**src/rtl/munoc_activity_history_monitor_pkg.sv**
```systemverilog
// rtl/munoc_activity_history_monitor_pkg.sv - shared width helpers for the activity history monitor
// Purpose: index-width helper used by the monitor top and its per-channel slice.
// Ports: none (package).
package munoc_activity_history_monitor_pkg;

  // Index width for a table of n entries; never narrower than one bit so that
  // single-entry configurations still get a legal select signal.
  function automatic int unsigned idx_width(input int unsigned n);
    return (n > 1) ? $clog2(n) : 1;
  endfunction

endpackage

```
**src/rtl/munoc_activity_channel.sv**
```systemverilog
// rtl/munoc_activity_channel.sv - one monitored channel: activity counter, history, peak, alarm
// Purpose: counts active cycles in the current window, and on window close stores the
//   quantised sample into its circular history and updates latest/peak/alarm.
// Ports: clk, rst (sync, active-high), enable, clear, close (window-close strobe from top),
//   active, alarm_clr, wr_ptr (history slot to write), rd_slot (history slot to read),
//   threshold; outputs rd_data, latest_sample, peak, alarm.
module munoc_activity_channel
  import munoc_activity_history_monitor_pkg::*;
#(
  parameter int unsigned BW_WINDOW     = 10,
  parameter int unsigned BW_SAMPLE     = 4,
  parameter int unsigned HISTORY_DEPTH = 8,
  parameter int unsigned IDX_W         = idx_width(HISTORY_DEPTH)
) (
  input  logic                 clk,
  input  logic                 rst,
  input  logic                 enable,
  input  logic                 clear,
  input  logic                 close,
  input  logic                 active,
  input  logic                 alarm_clr,
  input  logic [IDX_W-1:0]     wr_ptr,
  input  logic [IDX_W-1:0]     rd_slot,
  input  logic [BW_SAMPLE-1:0] threshold,
  output logic [BW_SAMPLE-1:0] rd_data,
  output logic [BW_SAMPLE-1:0] latest_sample,
  output logic [BW_SAMPLE-1:0] peak,
  output logic                 alarm
);

  logic [BW_WINDOW-1:0] cnt_q, cnt_d, cnt_inc;
  logic [BW_SAMPLE-1:0] hist_q [HISTORY_DEPTH];
  logic [BW_SAMPLE-1:0] hist_d [HISTORY_DEPTH];
  logic [BW_SAMPLE-1:0] latest_q, latest_d, peak_q, peak_d, sample;
  logic                 alarm_q, alarm_d;

  always_comb begin
    // The closing cycle's own activity is part of the sample, hence sample from cnt_inc.
    cnt_inc  = (active && (cnt_q != '1)) ? cnt_q + 1'b1 : cnt_q;
    sample   = cnt_inc[BW_WINDOW-1 -: BW_SAMPLE];
    cnt_d    = cnt_q;
    hist_d   = hist_q;
    latest_d = latest_q;
    peak_d   = peak_q;
    alarm_d  = alarm_q;
    if (clear) begin
      cnt_d    = '0;
      for (int i = 0; i < HISTORY_DEPTH; i++) hist_d[i] = '1;
      latest_d = '1;
      peak_d   = '0;
      alarm_d  = 1'b0;
    end else if (enable) begin
      if (close) begin
        cnt_d          = '0;
        hist_d[wr_ptr] = sample;
        latest_d       = sample;
        if (sample > peak_q) peak_d = sample;
        // A new alarm-level sample beats a simultaneous clear request.
        if (sample >= threshold) alarm_d = 1'b1;
        else if (alarm_clr)      alarm_d = 1'b0;
      end else begin
        cnt_d = cnt_inc;
        if (alarm_clr) alarm_d = 1'b0;
      end
    end
  end

  always_ff @(posedge clk) begin
    if (rst) begin
      cnt_q    <= '0;
      for (int i = 0; i < HISTORY_DEPTH; i++) hist_q[i] <= '1;
      latest_q <= '1;
      peak_q   <= '0;
      alarm_q  <= 1'b0;
    end else begin
      cnt_q    <= cnt_d;
      hist_q   <= hist_d;
      latest_q <= latest_d;
      peak_q   <= peak_d;
      alarm_q  <= alarm_d;
    end
  end

  assign rd_data       = hist_q[rd_slot];
  assign latest_sample = latest_q;
  assign peak          = peak_q;
  assign alarm         = alarm_q;

endmodule

```
**src/rtl/munoc_activity_history_monitor.sv**
```systemverilog
// rtl/munoc_activity_history_monitor.sv - multi-channel NoC link activity history monitor
// Purpose: shared window counter, history write pointer, fill level and read mux around
//   NUM_CH per-channel activity slices.
// Ports: clk, rst (sync, active-high), enable, clear, cfg_window_len, cfg_threshold, active,
//   alarm_clr, rd_ch, rd_idx (0 = newest); outputs rd_data, latest_sample, peak, alarm,
//   num_valid, window_done. Packed per-channel buses carry ch0 in the LSBs.
module munoc_activity_history_monitor
  import munoc_activity_history_monitor_pkg::*;
#(
  parameter int unsigned NUM_CH        = 4,
  parameter int unsigned BW_WINDOW     = 10,
  parameter int unsigned BW_SAMPLE     = 4,
  parameter int unsigned HISTORY_DEPTH = 8
) (
  input  logic                                 clk,
  input  logic                                 rst,
  input  logic                                 enable,
  input  logic                                 clear,
  input  logic [BW_WINDOW-1:0]                 cfg_window_len,
  input  logic [BW_SAMPLE-1:0]                 cfg_threshold,
  input  logic [NUM_CH-1:0]                    active,
  input  logic [NUM_CH-1:0]                    alarm_clr,
  input  logic [idx_width(NUM_CH)-1:0]         rd_ch,
  input  logic [idx_width(HISTORY_DEPTH)-1:0]  rd_idx,
  output logic [BW_SAMPLE-1:0]                 rd_data,
  output logic [NUM_CH*BW_SAMPLE-1:0]          latest_sample,
  output logic [NUM_CH*BW_SAMPLE-1:0]          peak,
  output logic [NUM_CH-1:0]                    alarm,
  output logic [$clog2(HISTORY_DEPTH+1)-1:0]   num_valid,
  output logic                                 window_done
);

  localparam int unsigned CH_W  = idx_width(NUM_CH);
  localparam int unsigned IDX_W = idx_width(HISTORY_DEPTH);
  localparam int unsigned NV_W  = $clog2(HISTORY_DEPTH + 1);
  localparam int unsigned SW    = IDX_W + 2;

  logic [BW_WINDOW-1:0] win_cnt_q, win_cnt_d, win_len_q, win_len_d, cur_len;
  logic [IDX_W-1:0]     wr_ptr_q, wr_ptr_d, rd_slot;
  logic [NV_W-1:0]      num_valid_q, num_valid_d;
  logic                 window_done_q, window_done_d, close;
  logic [SW-1:0]        slot_sum;

  always_comb begin
    // At a window start the live cfg value is used, so the very first window after
    // reset/clear already honours cfg_window_len; later cycles use the latched copy.
    cur_len       = (win_cnt_q == '0) ? cfg_window_len : win_len_q;
    close         = enable && (win_cnt_q == cur_len);
    win_cnt_d     = win_cnt_q;
    win_len_d     = win_len_q;
    wr_ptr_d      = wr_ptr_q;
    num_valid_d   = num_valid_q;
    // Pulse, not state: it drops after one cycle even if enable goes low.
    window_done_d = close && !clear;
    if (clear) begin
      win_cnt_d   = '0;
      wr_ptr_d    = '0;
      num_valid_d = '0;
    end else if (enable) begin
      if (win_cnt_q == '0) win_len_d = cfg_window_len;
      if (close) begin
        win_cnt_d = '0;
        wr_ptr_d  = (wr_ptr_q == IDX_W'(HISTORY_DEPTH - 1)) ? '0 : wr_ptr_q + 1'b1;
        if (num_valid_q != NV_W'(HISTORY_DEPTH)) num_valid_d = num_valid_q + 1'b1;
      end else begin
        win_cnt_d = win_cnt_q + 1'b1;
      end
    end
  end

  always_ff @(posedge clk) begin
    if (rst) begin
      win_cnt_q     <= '0;
      win_len_q     <= '0;
      wr_ptr_q      <= '0;
      num_valid_q   <= '0;
      window_done_q <= 1'b0;
    end else begin
      win_cnt_q     <= win_cnt_d;
      win_len_q     <= win_len_d;
      wr_ptr_q      <= wr_ptr_d;
      num_valid_q   <= num_valid_d;
      window_done_q <= window_done_d;
    end
  end

  // Newest sample sits one behind wr_ptr; the 2*DEPTH bias keeps the subtraction
  // non-negative for any rd_idx, including non-power-of-two depths.
  assign slot_sum = SW'(wr_ptr_q) + SW'(2 * HISTORY_DEPTH - 1) - SW'(rd_idx);
  assign rd_slot  = IDX_W'(slot_sum % SW'(HISTORY_DEPTH));

  // Mux is padded to the full rd_ch range; unused channel codes read as 0.
  logic [BW_SAMPLE-1:0] rd_mux [2**CH_W];

  for (genvar c = 0; c < 2**CH_W; c++) begin : g_ch
    if (c < NUM_CH) begin : g_used
      munoc_activity_channel #(
        .BW_WINDOW    (BW_WINDOW),
        .BW_SAMPLE    (BW_SAMPLE),
        .HISTORY_DEPTH(HISTORY_DEPTH)
      ) u_channel (
        .clk          (clk),
        .rst          (rst),
        .enable       (enable),
        .clear        (clear),
        .close        (close),
        .active       (active[c]),
        .alarm_clr    (alarm_clr[c]),
        .wr_ptr       (wr_ptr_q),
        .rd_slot      (rd_slot),
        .threshold    (cfg_threshold),
        .rd_data      (rd_mux[c]),
        .latest_sample(latest_sample[c*BW_SAMPLE +: BW_SAMPLE]),
        .peak         (peak[c*BW_SAMPLE +: BW_SAMPLE]),
        .alarm        (alarm[c])
      );
    end else begin : g_unused
      assign rd_mux[c] = '0;
    end
  end

  assign rd_data     = rd_mux[rd_ch];
  assign num_valid   = num_valid_q;
  assign window_done = window_done_q;

endmodule

```
**config.mk**
```make
export PLATFORM = sky130hd
export DESIGN_NAME = munoc_activity_history_monitor
export DESIGN_NICKNAME = d
export VERILOG_FILES = /design/src/rtl/munoc_activity_history_monitor_pkg.sv /design/src/rtl/munoc_activity_channel.sv /design/src/rtl/munoc_activity_history_monitor.sv
export SDC_FILE = /design/constraint.sdc
export NUM_CORES = 1
export LEC_CHECK = 0
export CORE_UTILIZATION = 59
export DETAILED_ROUTE_END_ITERATION = 7
export PLACE_DENSITY_LB_ADDON = 0.12
export SLEW_MARGIN = 10
export SYNTH_ARGS = -nofsm -noshare
export SYNTH_HDL_FRONTEND = slang
export SYNTH_SLANG_ARGS = --single-unit
```
**constraint.sdc**
```tcl
create_clock -name clk -period 4.6 [get_ports clk]
set_input_delay 0.46 -clock clk [delete_from_list [all_inputs] [get_ports clk]]
set_output_delay 0.46 -clock clk [all_outputs]
set_load 0.005 [all_outputs]
```
After elaboration in Yosys (flattened, before gate mapping)
Cells that the tools add are included.
{"block": "totals", "elab_cells": 158, "reg_bits": 232}
{"block": "classes", "bitwise": 4, "order_cmp": 12, "muxes": 44, "add_sub_neg": 9, "n_reduce_logical": 25, "eq_ne": 7}
{"cell": "$bwmux W32", "n": 4}
{"cell": "$mux W10", "n": 10}
{"cell": "$add A10 B1 Y10 const B", "n": 5}
{"cell": "$bmux W4 S3", "n": 4}
{"cell": "$mux W4", "n": 11}
{"cell": "$ne A10 B10 Y1 const B", "n": 4}
{"cell": "$ge A4 B4 Y1", "n": 4}
{"cell": "$gt A4 B4 Y1", "n": 4}
{"cell": "$reduce_and A3 Y1", "n": 5}
{"cell": "$demux W4 S3", "n": 1}
{"cell": "$mux W1", "n": 12}
{"cell": "$reduce_and A2 Y1", "n": 6}
{"cell": "$eq A10 B10 Y1", "n": 1}
{"cell": "$logic_not A10 Y1", "n": 1}
{"cell": "$bmux W4 S2", "n": 1}
{"cell": "$ge A4 B4 Y1 const B", "n": 2}
{"cell": "$not A3 Y4", "n": 2}
{"cell": "$reduce_bool A2 Y1", "n": 4}
{"cell": "$logic_and A1 B1 Y1", "n": 7}
{"cell": "$add A4 B1 Y4 const B", "n": 1}
{"cell": "$lt A4 B1 Y1 const B", "n": 1}
{"cell": "$ne A4 B4 Y1 const B", "n": 1}
{"cell": "$add A3 B1 Y3 const B", "n": 1}
{"cell": "$add A3 B3 Y3 const B", "n": 1}
{"cell": "other kinds (8)", "n": 8}

Logic depth before layout (Yosys ltp)
Gate-level depths: netlist of the first run.
{"block": "depth", "ltp_word": 9, "mapped_depth": 14, "mapped_depth_nobuf": 12}

Cells and area by module
From an unflattened synthesis of the first run, not the netlist that was laid out.
{"block": "hier_totals", "hier_cells": 1274, "hier_area_um2": 11522.3}
{"mod": "munoc_activity_channel (g_ch[0].g_used.u_channel ...)", "seq_area_each_um2": 1021.0, "area_each_um2": 2429.8, "cells_each": 267, "instances": 3}
{"mod": "munoc_activity_channel (g_ch[1].g_used.u_channel)", "seq_area_each_um2": 1021.0, "area_each_um2": 2519.9, "cells_each": 274, "instances": 1}
{"mod": "munoc_activity_history_monitor", "seq_area_each_um2": 560.5, "area_each_um2": 1712.9, "cells_each": 199, "instances": 1}

Worst setup path before layout of the first run
OpenSTA, ideal clock, no wires.
{"block": "synth_path", "path_type": "register -> output", "from": "register wr_ptr_q[1]", "to": "output port rd_data[0]", "slack_ps": 1157, "n_path_buf": 2, "required_time_ps": 4140, "path_stages_with_launch": 11, "t_arrival_ps": 2983, "cell_sequence": "dfxtp_1 > inv_1 > fa_1 > xor2_1 > xnor2_1 > buf_2 > buf_2 > mux4_2 > a22o_1 > a221oi_1 > o221ai_1"}
{"block": "synth_via", "elab_chain_cells": 9, "word_cells_on_any_way": 18, "cone_classes": "add/sub (2); mux (15); bitwise (1)"}
{"element": "start: declaration", "line_no": "munoc_activity_history_monitor.sv:39", "source": "logic [IDX_W-1:0] wr_ptr_q, wr_ptr_d, rd_slot;"}
{"element": "start signal: assignment", "line_no": "munoc_activity_history_monitor.sv:81", "source": "wr_ptr_q <= wr_ptr_d;"}
{"element": "$add A3 B3 Y3 *", "line_no": "munoc_activity_history_monitor.sv:89", "source": "assign slot_sum = SW'(wr_ptr_q) + SW'(2 * HISTORY_DEPTH - 1) - SW'(rd_idx);"}
{"element": "$sub A3 B3 Y3 *", "line_no": "munoc_activity_history_monitor.sv:89"}
{"element": "$not A3 Y4 (implied by the code) *", "line_no": "munoc_activity_channel.sv:84", "source": "assign rd_data = hist_q[rd_slot];"}
{"element": "$bmux W4 S3", "line_no": "munoc_activity_channel.sv:84"}
{"element": "$mux W4 (implied by the code) (2 in series)", "line_no": "munoc_activity_channel.sv:84"}
{"element": "$bmux W4 S2 *", "line_no": "munoc_activity_history_monitor.sv:122", "source": "assign rd_data = rd_mux[rd_ch];"}
{"element": "$mux W4 (implied by the code) * (2 in series)", "line_no": "munoc_activity_history_monitor.sv:122"}
{"element": "end: declaration", "line_no": "munoc_activity_history_monitor.sv:25", "source": "output logic [BW_SAMPLE-1:0] rd_data,"}
Mark *: on every way between the ends. The rest lies on a longest branch, timed or not. The select of a mux whose other input is x is not followed.

Worst setup path after layout of the first run
{"block": "layout_path", "from": "register wr_ptr_q[1]", "to": "output port rd_data[1]"}
The elaborated chain is that of the path after synthesis.

==> results of run 1 <==
[cell type report]
type	instances	share of cell area, %
Sequential cell	232	36.31
Inverter	30	0.9087
Clock buffer	36	5.912
Multi-Input combinational cell	881	45.26
Tap cell	229	2.238
Clock inverter	10	1.133
Timing Repair Buffer	111	8.237
[logic make-up after synthesis]
| family | share of synthesized area (%) |
|---|---|
| AO/OA/AOI/OAI | 14.13 |
| adder cells (fa/ha/maj) | 4.197 |
| multiplexers | 9.392 |
| buffers and inverters | 4.679 |
| AND/OR/NAND/NOR | 21.74 |
| flip-flops | 42.57 |
| XOR/XNOR | 3.291 |
[Yosys cell counts (14+ instances only)]
| library cell | count | area (µm²) |
|---|---|---|
| dfxtp_1 | 232 | 4644 |
| a21oi_1 | 165 | 825.8 |
| nor3_1 | 142 | 710.7 |
| nor2_1 | 97 | 364.1 |
| nand2_1 | 85 | 319.1 |
| mux2i_1 | 63 | 630.6 |
| clkbuf_1 | 48 | 180.2 |
| nand3_1 | 44 | 220.2 |
| ha_1 | 35 | 437.9 |
| inv_1 | 30 | 112.6 |
| buf_2 | 24 | 120.1 |
| xor2_1 | 24 | 210.2 |
| nand4_1 | 22 | 137.6 |
| a221oi_1 | 21 | 183.9 |
| nand2b_1 | 19 | 118.9 |
| xnor2_1 | 17 | 148.9 |
| mux4_2 | 16 | 360.4 |
| nor2b_1 | 14 | 87.58 |
[worst max-delay path: cells and delay by family (launching register included)]
kind                       cells  cell delay, ps
buffers and inverters          4            1100
xor gates and xnor gates       2             450
AOI/OAI and AO/OA              3             670
muxes                          1             360
adders and majority gates      1             430
DFF                            1             450
[routing by layer]
metal / vias up / GRT usage [%] / part of all wire [%]
met5: - / 0 / 0
met3: 63 / 5.117 / 5.6
li1: 4537 / - / -
met4: 0 / 10.99 / 3.0
met2: 301 / 50.28 / 48
met1: 4576 / 37.79 / 43
[timing repair]
action / CTS / global route
setup buffers: 0 / 3
gates cloned: 0 / 1
resized for setup: 1 / 6
pin swaps: 0 / 1
endpoints found under the setup margin: 4 / 4
[power by group]
part,switching (mW),internal (mW)
registers,0.00716,2.02
logic,0.150,0.0941
clock network,0.837,1.32
[state kept, by name, indices dropped and copies added (netlist names)]
signal / count
g_ch.g_used.u_channel.latest_sample: 16
g_ch.g_used.u_channel.hist_q: 128
win_len_q: 10
g_ch.g_used.u_channel.peak: 16
win_cnt_q: 10
g_ch.g_used.u_channel.cnt_q: 40
wr_ptr_q: 3
num_valid: 4
window_done: 1
g_ch.g_used.u_channel.alarm: 4
[final timing paths]
check | from | to | slack, ps | cells after the start
max | wr_ptr_q[1]$_SDFFE_PP0P_ | rd_data[1] | 120 | 11
min | g_ch[3].g_used.u_channel.alarm$_SDFFE_PP0P_ | g_ch[3].g_used.u_channel.alarm$_SDFFE_PP0P_ | 450 | 2
max reg2reg | win_cnt_q[1]$_SDFFE_PP0P_ | wr_ptr_q[0]$_SDFFE_PP0P_ | 1180 | 10
min reg2reg | g_ch[3].g_used.u_channel.alarm$_SDFFE_PP0P_ | g_ch[3].g_used.u_channel.alarm$_SDFFE_PP0P_ | 450 | 2
==> impl_metrics.ini, run 1 <==
[outcome]
outcome = finished clean

[yosys]
async_reset_ff_share_pct = 0
avgSynthCellArea_um2 = 8.885
syn-cell-area_mm2 = 0.01091
syn_inst = 1228
synth_cell_types = 57
yosysSeqAreaShare_pct = 42.57
syn_nets = 1295
yosys_warnings = 0
synthFlopType = dfxtp_1
synth_enable_flop_cells = 0
synth-seq-cells = 232

[sta]
tightest_slew_ps = 1124
clock.fmax_mhz = 223.3
finalHoldViolations = 0
clock_skew_ps = 13.89
setup_violations = 0
fin_setup_tns_ps = 0
maxSlewHeadroom_pct = 24.90
rsz0062_at_grt = no
fin_ws_ps = 121.5
min_period_ps = 4479
slew_violations = 0
whs_ps = 450.2
min_period_over_period_pct = 97.36

[global_routing]
grt_pass1_vias = 8825
globalRouteTotalUtil_pct = 29.71
grt_pass1_wl_mm = 44.68
antenna_found_initial = 0
grt_remaining_overflow = 0
grt_max_degree = 99

[detailed_routing]
via_per_inst = 6.198
vias = 9477
routedWlPerCell_um = 18.37
finalWirelength_mm = 28.09
drcViolationCount = 0
postRouteAntennaNets = 0
drt_iter0_markers = 580
drt-pass1-iter-count = 5

[finish]
num_antenna_cells = 0
layout.cells.most_common = dfxtp_1
multi_input_area_mm2 = 0.005796
postLayoutCoreUtil_pct = 71.04
areaGrowthSynthToFinish_pct = 17.36
final_cells = 1529
stdcell_area_mm2 = 0.01280
drive_gt1_share_pct = 9.462
layout_common_cells = dfxtp_1, a21oi_1, nor3_1
nets = 1348
seq_area_mm2 = 0.004649
fillers = 1458

[placement]
port_buffers = 75
pre_cts_slack_ps = 355.6
gp_congestion = 0.8498
dp_hpwl_mm = 18.22
place_inst = 1479
placed_cell_area_mm2 = 0.01184

[setup_path]
crit_slowest_cell = clkdlybuf4s50_1
crit_fanout = 24
start_kind = register
path_cells = clkinvlp_4 -> fa_1 -> xor2_1 -> xnor2_2 -> buf_4 -> buf_6 -> mux4_2 -> a22o_1 -> a221oi_1 -> o221ai_1 -> clkdlybuf4s50_1
crit_arrival_ps = 4020
worst_setup_path_end_kind = output port
crit_type = reg -> out
crit_required_ps = 4140
crit_path_max_incr_delay_ps = 470

[power_and_ir_drop]
p_per_area_mw_per_mm2 = 345.2
power.total_mw = 4.420
irDropWorstVdd_v = 0.0003311
p_leak_nw = 4.754

[clocking]
htree_levels = 1
clkTransAtPathRegs_ps = 60
cts_root_buffer = clkbuf_16
clock_path_buffers = 3
cts_sinks = 232
numCtsBuffers = 25
cts_tree = yes
cts_hold_buf = 0
clkLatencyLatePin_ps = 540

[min_path]
min_path_type = reg -> reg

[floorplanning]
design.core.area_mm2 = 0.01802
dieArea_mm2 = 0.01904
die_w_um = 138.0
fp-row-count = 49
io-pin-count = 76
initial_utilization_pct = 60.53
die_h_um = 138.0

[run]
max_cap_viol_count = 0
Note: power is estimated with default switching activity, not from simulation.
==> run 2, diff against run 1 <==
- CORE_MARGIN: not set -> 8
- CORE_UTILIZATION: 59 -> 60
- DONT_BUFFER_PORTS: not set -> 1
==> impl_metrics.ini, run 2 (synthesis results as in run 1) <==
[outcome]
outcome = finished clean

[floorplanning]
io-pin-count = 76
design.core.area_mm2 = 0.01790
fp-row-count = 49
die_w_um = 150.9
initial_utilization_pct = 60.94
dieArea_mm2 = 0.02276
die_h_um = 150.9

[global_routing]
grt_pass1_vias = 8404
grt_remaining_overflow = 0
antenna_found_initial = 0
grt_pass1_wl_mm = 43.67
grt_max_degree = 79
globalRouteTotalUtil_pct = 23.62

[finish]
layout_common_cells = dfxtp_1, a21oi_1, nor3_1
largest_reg_flops = 128
areaGrowthSynthToFinish_pct = 8.876
layout.cells.most_common = dfxtp_1
nets = 1264
num_antenna_cells = 0
drive_gt1_share_pct = 8.230
multi_input_area_mm2 = 0.005794
regMostFlops = g_ch.g_used.u_channel.hist_q
largest_registers = g_ch.g_used.u_channel.hist_q: 128 flops, g_ch.g_used.u_channel.cnt_q: 40 flops
seq_area_mm2 = 0.004644
fillers = 1500

[detailed_routing]
postRouteAntennaNets = 0
via_per_inst = 6.100
drt_iter0_markers = 520
finalWirelength_mm = 26.87
drcViolationCount = 0
drt-pass1-iter-count = 7
vias = 8808
routedWlPerCell_um = 18.61

[min_path]
min_path_type = in -> reg

[clocking]
cts_sinks = 232
clock_path_buffers = 3
cts_tree = yes
clkTransAtPathRegs_ps = 60
cts_root_buffer = clkbuf_16
numCtsBuffers = 24
htree_levels = 1
clkLatencyLatePin_ps = 510

[power_and_ir_drop]
p_sw_mw = 0.9123
power_frac_comb_pct = 4.7
p_per_area_mw_per_mm2 = 349.3
p_leak_nw = 4.359
intPower_mw = 3.237
pwr-share-clk_pct = 46.5
swShare_pct = 21.99
irDropWorstVdd_v = 0.0004181
seqPwrFrac_pct = 48.8

[setup_path]
crit_required_ps = 4140
start_kind = register
crit_fanout = 12
path_cells = inv_1 -> fa_1 -> xor2_1 -> xnor2_4 -> buf_4 -> mux2i_1 -> a221oi_1 -> a22o_1 -> a221oi_1 -> o221ai_1
path_buf_inv = 2
crit_type = reg -> out
crit_family = compound AO/OA/AOI/OAI gates
crit_top_cell = a221oi_1
crit_slowest_cell = dfxtp_1
crit_arrival_ps = 3870
worst_setup_path_end_kind = output port
crit_path_max_incr_delay_ps = 630

[run]
max_cap_viol_count = 0

[sta]
slew_violations = 0
rsz0062_at_grt = no
finalHoldViolations = 0
maxSlewHeadroom_pct = 24.92
whs_ps = 95.27
clock_skew_ps = 9.606
setup_violations = 0
min_period_ps = 4332
fin_setup_tns_ps = 0
min_period_over_period_pct = 94.17
tightest_slew_ps = 1123
clock.fmax_mhz = 230.8

[placement]
gp_congestion = 0.8036
dp_hpwl_mm = 17.93
port_buffers = 0
==> run 2: cell count changes in the layout (fill, tap and decap cells not counted), sizes merged <==
cell,previous run,this run
clkdlybuf4s50,75,0
buf,35,25
clkbuf,37,43
bufinv,3,0
clkinv,4,1
clkinvlp,3,0
dlygate4sd3,0,3
==> run 2: power groups by stage <==
| stage | combinational, mW | sequential (mW) | clock (mW) |
|---|---|---|---|
| 2_1_floorplan | 0.154 | 2.07 | 0 |
| 3_3_place_gp | 0.186 | 2.07 | 0 |
| 3_5_place_dp | 0.188 | 2.07 | 0 |
| 4_1_cts | 0.192 | 2.02 | 1.96 |
| 5_1_grt | 0.209 | 2.02 | 2.05 |
| 6_report | 0.194 | 2.02 | 1.93 |
==> run 2: timing repair <==
item,in CTS,in global routing
pin swaps,0,1
resized for setup,1,0
buffers inserted,0,1
endpoints found under the hold margin,7,1
hold buffers,2,1
setup endpoints to repair,4,2
==> run 2: area by class of cell <==
| type | instances | area share (%) |
|---|---|---|
| multi-input combinational | 881 | 48.78 |
| timing repair buffer | 28 | 2.043 |
| clock inverter | 1 | 0.04213 |
| sequential | 232 | 39.10 |
| tap | 229 | 2.412 |
| clock buffer | 43 | 6.678 |
| inverter | 30 | 0.9480 |
==> run 2: worst register-to-register path: stages (launching register included) <==
cell and delay [ps]:
dfxtp_1 380, inv_1 150, ha_1 160, nor4b_2 230, and3_1 330, mux2i_1 330
a2bb2o_4 350, nor4_4 730, buf_4 380, nor3_1 100, a21oi_1 140
==> run 2: path summary, 6_finish.rpt <==
| kind | endpoint | depth (start not counted) | slack, ps | startpoint |
|---|---|---|---|---|
| max reg2reg | g_ch[1].g_used.u_channel.hist_q[7]$_SDFFE_PP1P_ | 10 | 1250 | win_cnt_q[1]$_SDFFE_PP0P_ |
| min reg2reg | g_ch[2].g_used.u_channel.alarm$_SDFFE_PP0P_ | 2 | 490 | g_ch[2].g_used.u_channel.alarm$_SDFFE_PP0P_ |
| min | win_len_q[3]$_SDFFE_PP0P_ | 2 | 100 | cfg_window_len[3] |
| max | rd_data[0] | 10 | 270 | wr_ptr_q[1]$_SDFFE_PP0P_ |
==> run 2: per-stage QoR <==
stage / cells / power (mW) / cell area, µm² / utilization [%] / setup WS (ps)
floorplan: 1228 / 2.221 / 10910 / - / 1157
global placement: 1396 / 2.254 / 11030 / 61.62 / 508.4
detailed placement: 1396 / 2.257 / 11030 / 61.62 / 395.0
CTS: 1442 / 4.177 / 11860 / 66.26 / 82.73
global route: 1444 / 4.286 / 11880 / 66.35 / 92.02
finish: 1444 / 4.150 / 11880 / 66.35 / 268.1
==> run 2: metal layers <==
metal  GRT usage, %  wire length [µm]  vias up  share of wire, %
met3          4.362              1697       41               6.3
met2          40.96             13170      234                49
met5              0                 0        -                 0
met1          29.56             11490     4163                43
met4          6.333               519        0               1.9
li1               -                 -     4370                 -
